## src/rtl/clock_pkg.sv

```systemverilog
// Shared types, field widths, limits and a wrap-around increment helper
// for the digital clock controller.
package clock_pkg;

    localparam int HOUR_W = 5;
    localparam int MIN_W  = 6;

    localparam logic [HOUR_W-1:0] MAX_HOUR = 5'd23;
    localparam logic [MIN_W-1:0]  MAX_MIN  = 6'd59;
    localparam logic [MIN_W-1:0]  MAX_SEC  = 6'd59;

    typedef enum logic [1:0] {
        MODE_RUN      = 2'd0,
        MODE_SET_HOUR = 2'd1,
        MODE_SET_MIN  = 2'd2
    } mode_t;

    // Increment with wrap to zero once the field limit is reached.
    function automatic logic [MIN_W-1:0] wrap_inc(input logic [MIN_W-1:0] value,
                                                  input logic [MIN_W-1:0] max_val);
        logic [MIN_W-1:0] result;
        if (value == max_val) begin
            result = {MIN_W{1'b0}};
        end else begin
            result = value + 6'd1;
        end
        return result;
    endfunction

endpackage

```

## src/rtl/clock_ctrl_tick_gen.sv

```systemverilog
// Parameterised prescaler: counts 0..DIV-1 while enabled and pulses tick
// on the cycle the count wraps. A synchronous clear overrides counting and
// suppresses the tick.
module tick_gen #(
    parameter int DIV = 4
) (
    input  logic clock,
    input  logic reset,
    input  logic en,
    input  logic clr,
    output logic tick
);

    localparam int CNT_W = (DIV > 1) ? $clog2(DIV) : 1;
    localparam logic [CNT_W-1:0] LAST = CNT_W'(DIV - 1);

    logic [CNT_W-1:0] cnt_q;
    logic [CNT_W-1:0] cnt_d;

    // Next count and wrap detection; clear dominates enable.
    always_comb begin
        cnt_d = cnt_q;
        tick  = 1'b0;
        if (clr) begin
            cnt_d = {CNT_W{1'b0}};
        end else if (en) begin
            if (cnt_q == LAST) begin
                cnt_d = {CNT_W{1'b0}};
                tick  = 1'b1;
            end else begin
                cnt_d = cnt_q + CNT_W'(1);
            end
        end else begin
            cnt_d = cnt_q;
        end
    end

    // Count register with synchronous reset.
    always_ff @(posedge clock) begin
        if (reset) begin
            cnt_q <= {CNT_W{1'b0}};
        end else begin
            cnt_q <= cnt_d;
        end
    end

endmodule

```

## src/rtl/clock_ctrl.sv

```systemverilog
// Digital clock controller: 1 Hz time base, hh:mm:ss counters, RUN /
// SET_HOUR / SET_MIN mode machine and blink enables for the edited field.
module clock_ctrl
    import clock_pkg::*;
#(
    parameter int TICK_DIV = 50_000_000
) (
    input  logic              clock,
    input  logic              reset,
    input  logic              mode_btn,
    input  logic              inc_btn,
    output logic [HOUR_W-1:0] hours,
    output logic [MIN_W-1:0]  minutes,
    output logic [MIN_W-1:0]  seconds,
    output logic [1:0]        mode,
    output logic              hour_en,
    output logic              min_en,
    output logic              sec_pulse
);

    localparam int HALF_DIV = TICK_DIV / 2;

    mode_t             mode_q, mode_d;
    logic [HOUR_W-1:0] hours_q, hours_d;
    logic [MIN_W-1:0]  minutes_q, minutes_d;
    logic [MIN_W-1:0]  seconds_q, seconds_d;
    logic              phase_q, phase_d;
    logic              hour_en_q, hour_en_d;
    logic              min_en_q, min_en_d;
    logic              sec_pulse_q, sec_pulse_d;

    logic sec_tick_s, sec_en_s, sec_clr_s;
    logic blink_tick_s, blink_en_s, blink_clr_s;
    logic in_set_s, inc_acc_s, enter_set_s;

    tick_gen #(.DIV(TICK_DIV)) u_sec_tick (
        .clock (clock),
        .reset (reset),
        .en    (sec_en_s),
        .clr   (sec_clr_s),
        .tick  (sec_tick_s)
    );

    tick_gen #(.DIV(HALF_DIV)) u_blink_tick (
        .clock (clock),
        .reset (reset),
        .en    (blink_en_s),
        .clr   (blink_clr_s),
        .tick  (blink_tick_s)
    );

    // Mode sequencing on mode_btn; the unused encoding falls back to RUN.
    always_comb begin
        mode_d = mode_q;
        case (mode_q)
            MODE_RUN:      mode_d = mode_btn ? MODE_SET_HOUR : MODE_RUN;
            MODE_SET_HOUR: mode_d = mode_btn ? MODE_SET_MIN  : MODE_SET_HOUR;
            MODE_SET_MIN:  mode_d = mode_btn ? MODE_RUN      : MODE_SET_MIN;
            default:       mode_d = MODE_RUN;
        endcase
    end

    // Prescaler and blink-counter controls; mode_btn masks inc_btn.
    always_comb begin
        in_set_s    = (mode_q == MODE_SET_HOUR) || (mode_q == MODE_SET_MIN);
        inc_acc_s   = inc_btn && !mode_btn && in_set_s;
        enter_set_s = mode_btn && ((mode_d == MODE_SET_HOUR) || (mode_d == MODE_SET_MIN));
        // Prescaler is held at zero outside RUN so RUN always restarts a full second.
        sec_en_s    = (mode_q == MODE_RUN);
        sec_clr_s   = mode_btn || (mode_q != MODE_RUN);
        blink_en_s  = in_set_s;
        blink_clr_s = enter_set_s || inc_acc_s;
    end

    // Next values for the time fields, blink phase and registered outputs.
    always_comb begin
        hours_d     = hours_q;
        minutes_d   = minutes_q;
        seconds_d   = seconds_q;
        sec_pulse_d = 1'b0;
        case (mode_q)
            MODE_RUN: begin
                if (mode_btn) begin
                    seconds_d = {MIN_W{1'b0}};
                end else if (sec_tick_s) begin
                    sec_pulse_d = 1'b1;
                    seconds_d   = wrap_inc(seconds_q, MAX_SEC);
                    if (seconds_q == MAX_SEC) begin
                        minutes_d = wrap_inc(minutes_q, MAX_MIN);
                        if (minutes_q == MAX_MIN) begin
                            hours_d = HOUR_W'(wrap_inc(MIN_W'(hours_q), MIN_W'(MAX_HOUR)));
                        end else begin
                            hours_d = hours_q;
                        end
                    end else begin
                        minutes_d = minutes_q;
                    end
                end else begin
                    seconds_d = seconds_q;
                end
            end
            MODE_SET_HOUR: begin
                if (inc_acc_s) begin
                    hours_d = HOUR_W'(wrap_inc(MIN_W'(hours_q), MIN_W'(MAX_HOUR)));
                end else begin
                    hours_d = hours_q;
                end
            end
            MODE_SET_MIN: begin
                if (inc_acc_s) begin
                    minutes_d = wrap_inc(minutes_q, MAX_MIN);
                end else begin
                    minutes_d = minutes_q;
                end
            end
            default: begin
                hours_d = hours_q;
            end
        endcase

        if (mode_d == MODE_RUN) begin
            phase_d = 1'b1;
        end else if (blink_clr_s) begin
            phase_d = 1'b1;
        end else if (blink_tick_s) begin
            phase_d = ~phase_q;
        end else begin
            phase_d = phase_q;
        end

        hour_en_d = (mode_d == MODE_SET_HOUR) ? phase_d : 1'b1;
        min_en_d  = (mode_d == MODE_SET_MIN)  ? phase_d : 1'b1;
    end

    // State and output registers with synchronous reset.
    always_ff @(posedge clock) begin
        if (reset) begin
            mode_q      <= MODE_RUN;
            hours_q     <= {HOUR_W{1'b0}};
            minutes_q   <= {MIN_W{1'b0}};
            seconds_q   <= {MIN_W{1'b0}};
            phase_q     <= 1'b1;
            hour_en_q   <= 1'b1;
            min_en_q    <= 1'b1;
            sec_pulse_q <= 1'b0;
        end else begin
            mode_q      <= mode_d;
            hours_q     <= hours_d;
            minutes_q   <= minutes_d;
            seconds_q   <= seconds_d;
            phase_q     <= phase_d;
            hour_en_q   <= hour_en_d;
            min_en_q    <= min_en_d;
            sec_pulse_q <= sec_pulse_d;
        end
    end

    assign hours     = hours_q;
    assign minutes   = minutes_q;
    assign seconds   = seconds_q;
    assign mode      = mode_q;
    assign hour_en   = hour_en_q;
    assign min_en    = min_en_q;
    assign sec_pulse = sec_pulse_q;

endmodule
```

## config.mk

```make
export PLATFORM = sky130hd
export DESIGN_NAME = clock_ctrl
export DESIGN_NICKNAME = d
export VERILOG_FILES = /design/src/rtl/clock_pkg.sv /design/src/rtl/clock_ctrl_tick_gen.sv /design/src/rtl/clock_ctrl.sv
export SDC_FILE = /design/constraint.sdc
export NUM_CORES = 1
export LEC_CHECK = 0
export ABC_AREA = 1
export CAP_MARGIN = 0
export CORE_AREA = 2 2 110 112
export DETAILED_ROUTE_END_ITERATION = 8
export DIE_AREA = 0 0 112 114
export HOLD_SLACK_MARGIN = 0.02
export PLACE_DENSITY_LB_ADDON = 0.3
export SETUP_SLACK_MARGIN = 0.2
export SYNTH_ARGS = -nofsm -noshare
export SYNTH_HDL_FRONTEND = slang
export SYNTH_SLANG_ARGS = --single-unit
```

## constraint.sdc

```tcl
create_clock -name clock -period 1.8 [get_ports clock]
set_input_delay 0.36 -clock clock [delete_from_list [all_inputs] [get_ports clock]]
set_output_delay 0.36 -clock clock [all_outputs]
set_load 0.02 [all_outputs]
```

==> out/qor.csv <==
metric,value,unit
first-pass GRT wire length,18.6,mm
fin nets,727,
IO Count,26,
Num CTS Buffers,9,
number of synthesis warnings,0,
max_slew headroom,77.0,%
mapped cell area,4090,sq um
Peak supply drop,0.000503,V
reg2reg setup slack,-40,ps
multiplexer area fraction after synthesis,0,%
Post-Synth Adder-Cell Area,3.67,%
Max Slew Vio Count,0,
Tot Pwr,0.00428,W
Final Hold Viols,0,
vias,4295,
Synth cell types,40,
die area,12800,sq um
Place WS,-532,ps
status,"finished, violations left",
Worst EP arrival,2060,ps
TritonRoute pass-1 iters,4,
P_int,0.00325,W
startpoint types,register,
grt ovf,0,
CTS root buf,clkbuf_16,
Worst-Skew Late Latency,340,ps
cell taking the most area after synthesis,dfxtp_1,
I/O Buffers,25,
crit end category,register,
"Seq/Total Area, Yosys",36.2,%
Leak Pwr,2.47,nW
Worst Tran Pin Value,343,ps
DRT iter0 DRCs,265,
Synth Area in Simple Gates,40.8,%
final setup margin,-43.5,ps
share of post-route cells with drive strength above 1,28.1,%
routability cong.,0.909,
clock buffer depth,2,
failing checks,negative setup slack,
Final setup viols,8,
pwr/cell area,722,nW/um^2
Core Footprint,11700,sq um
main combinational cell family by area after synthesis,simple AND/OR/NAND/NOR gates,
Logic pwr share,12.2,%
"Hold-fix buffers, CTS",0,
Max Cap Viol,0,
largest net degree at the start of global routing,16,
vias in the first global route,4067,
FP Rows,40,
Switch Pwr,0.00103,W
Final min period,1840,ps
Yosys top cell area share,36.2,%
Synth Net Count,634,
# H-tree levels,3,
area grow syn2layout,45.1,%
Vias/cell,4.98,
DIE WIDTH,112,um
HP Class,register to register,
required time of the critical path,2010,ps
kind of critical path,register to register,
clock power share,48.7,%
Flop pwr share,39.1,%
initial antenna violation count,0,
cell count after synthesis,618,
RSZ-0062 raised after global routing,true,
WL/cell,13.3,um
Placed Area,4940,sq um
Synth area leaders,"dfxtp_1 (36%), nand2_1 (13%), nor2_1 (10%)",
peak fanout along the critical path,5,
fin area,5930,sq um
final WL,11.5,mm
syn avg cell area,6.61,sq um
post-synthesis compound-gate area fraction,7.19,%
hpwl dp,7.66,mm
chip height,114,um
Min Hold Slack,453,ps
Total GRT Usage,17.7,%
Num Clock Sinks,74,
starting density of the core,34.9,%
Worst Skew,7.99,ps
DR DRC count,0,
CTS tree,built,
# fillers,1095,
post-route ant nets,0,
fin crit share,102,%
Inserted Diodes,0,
Max Fclk,542,MHz
Synth Area in XOR/XNOR,2.79,%
"Reg clk slew, reported paths",60,ps
sw frac,24.1,%
synthesized flop and latch total,74,
-- synthesized netlist by cell type, drive strengths merged --
master / instances
a21oi: 33
dfxtp: 74
xor2: 12
nor4: 3
o221ai: 1
ha: 12
nor3b: 5
nand2: 141
nor3: 19
inv: 80
xnor2: 1
a31oi: 2
o21bai: 2
o22ai: 1
or2: 2
o21ai: 11
and3: 1
nand3: 62
buf: 5
nand3b: 1
a221oi: 1
a211oi: 1
clkbuf: 3
nand4: 17
nor2: 123
o21a: 2
clkinv: 3
-- critical path: stages, from the launching register on --
cell and delay, ps:
dfxtp_4 370, inv_4 60, ha_4 130, nor2_4 40
nor3_4 180, inv_2 80, ha_4 260, o21ai_2 50
nor2_2 130, buf_4 150, inv_4 50, nor2_4 120
nand3_1 90
-- sequential cells by signal (all words and copies together), names as in the netlist --
signal              cells
sec_pulse               1
phase_q                 1
hour_en                 1
minutes                 6
u_blink_tick.cnt_q     25
seconds                 6
hours                   5
min_en                  1
mode                    2
u_sec_tick.cnt_q       26
-- per-stage QoR --
stage / utilization (%) / cells / setup TNS [ps]
after floorplan: - / 618 / -102
after global placement: 42.2 / 830 / -12270
after detailed placement: 42.2 / 830 / -14080
after CTS: 48.4 / 857 / -181
after global routing: 50.7 / 863 / -4360
final: 50.7 / 863 / -159
-- final timing paths --
| path | from | end | cells past startpoint |
|---|---|---|---|
| worst max register to register | mode[0] | min_en | 12 |
| worst max-delay path | mode[0] | min_en | 12 |
| worst min-delay path | u_sec_tick.cnt_q[0] | u_sec_tick.cnt_q[0] | 1 |
| worst min register to register | u_sec_tick.cnt_q[0] | u_sec_tick.cnt_q[0] | 1 |
-- cell families (layout without fill, tap and decap cells) --
kind of cell	Yosys count	count (layout)
AND/OR/NAND/NOR	374	374
AO/OA/AOI/OAI	54	54
XOR/XNOR	13	13
adder cells (fa/ha/maj)	12	12
buffers and inverters	91	189
flip-flops	74	74
-- timing repair --
action / CTS / global route
cloned: 3 / 0
endpoints found under the setup margin: 90 / 69
pin swaps: 33 / 26
buffers inserted: 8 / 6
gates resized for setup: 114 / 47
-- cell type report --
class | count | area (sq um) | area share [%]
clock buffer | 9 | 225 | 3.80
sequential | 74 | 1500 | 25.2
timing repair buffer | 90 | 845 | 14.2
multi-input combinational | 453 | 2720 | 45.9
tap | 147 | 184 | 3.10
clock inverter | 7 | 118 | 1.98
inverter | 83 | 343 | 5.78
-- per-layer routing --
layer	global-route usage [%]	share of wire [%]
met1	21.8	44
met2	30.9	50
met3	3.61	3.7
met4	6.02	1.7
met5	0	0
-- power by group through the flow --
stage                     Clock [W]  Sequential (W)  Combinational [W]
after global placement            0         0.00171           0.000378
after CTS                   0.00210         0.00167           0.000494
after global routing        0.00219         0.00168           0.000563
after floorplan                   0         0.00172           0.000218
final                       0.00209         0.00168           0.000524
after detailed placement          0         0.00171           0.000386
-- placed cells by master, fill, tap and decap left out, types with 4 or more instances in the layout --
master,synthesis,final
xor2_1,12,10
clkbuf_16,0,9
nand3_2,4,11
inv_4,0,4
o21ai_1,1,4
nand4_1,17,17
dfxtp_2,0,4
nand2_2,3,12
ha_4,0,5
dlygate4sd2_1,0,22
ha_1,12,6
a21oi_1,33,21
clkinv_2,1,4
nor3_1,17,14
a21oi_2,0,12
nand3_1,58,48
buf_6,0,17
nor3_4,0,4
dfxtp_1,74,67
nor2_1,114,100
nor2_2,8,8
nand2_4,1,8
nor2_4,1,15
inv_1,74,66
nand2_1,137,120
inv_2,6,8
buf_4,2,42
o21ai_0,10,4
Note: power is estimated with default switching activity, not from simulation.
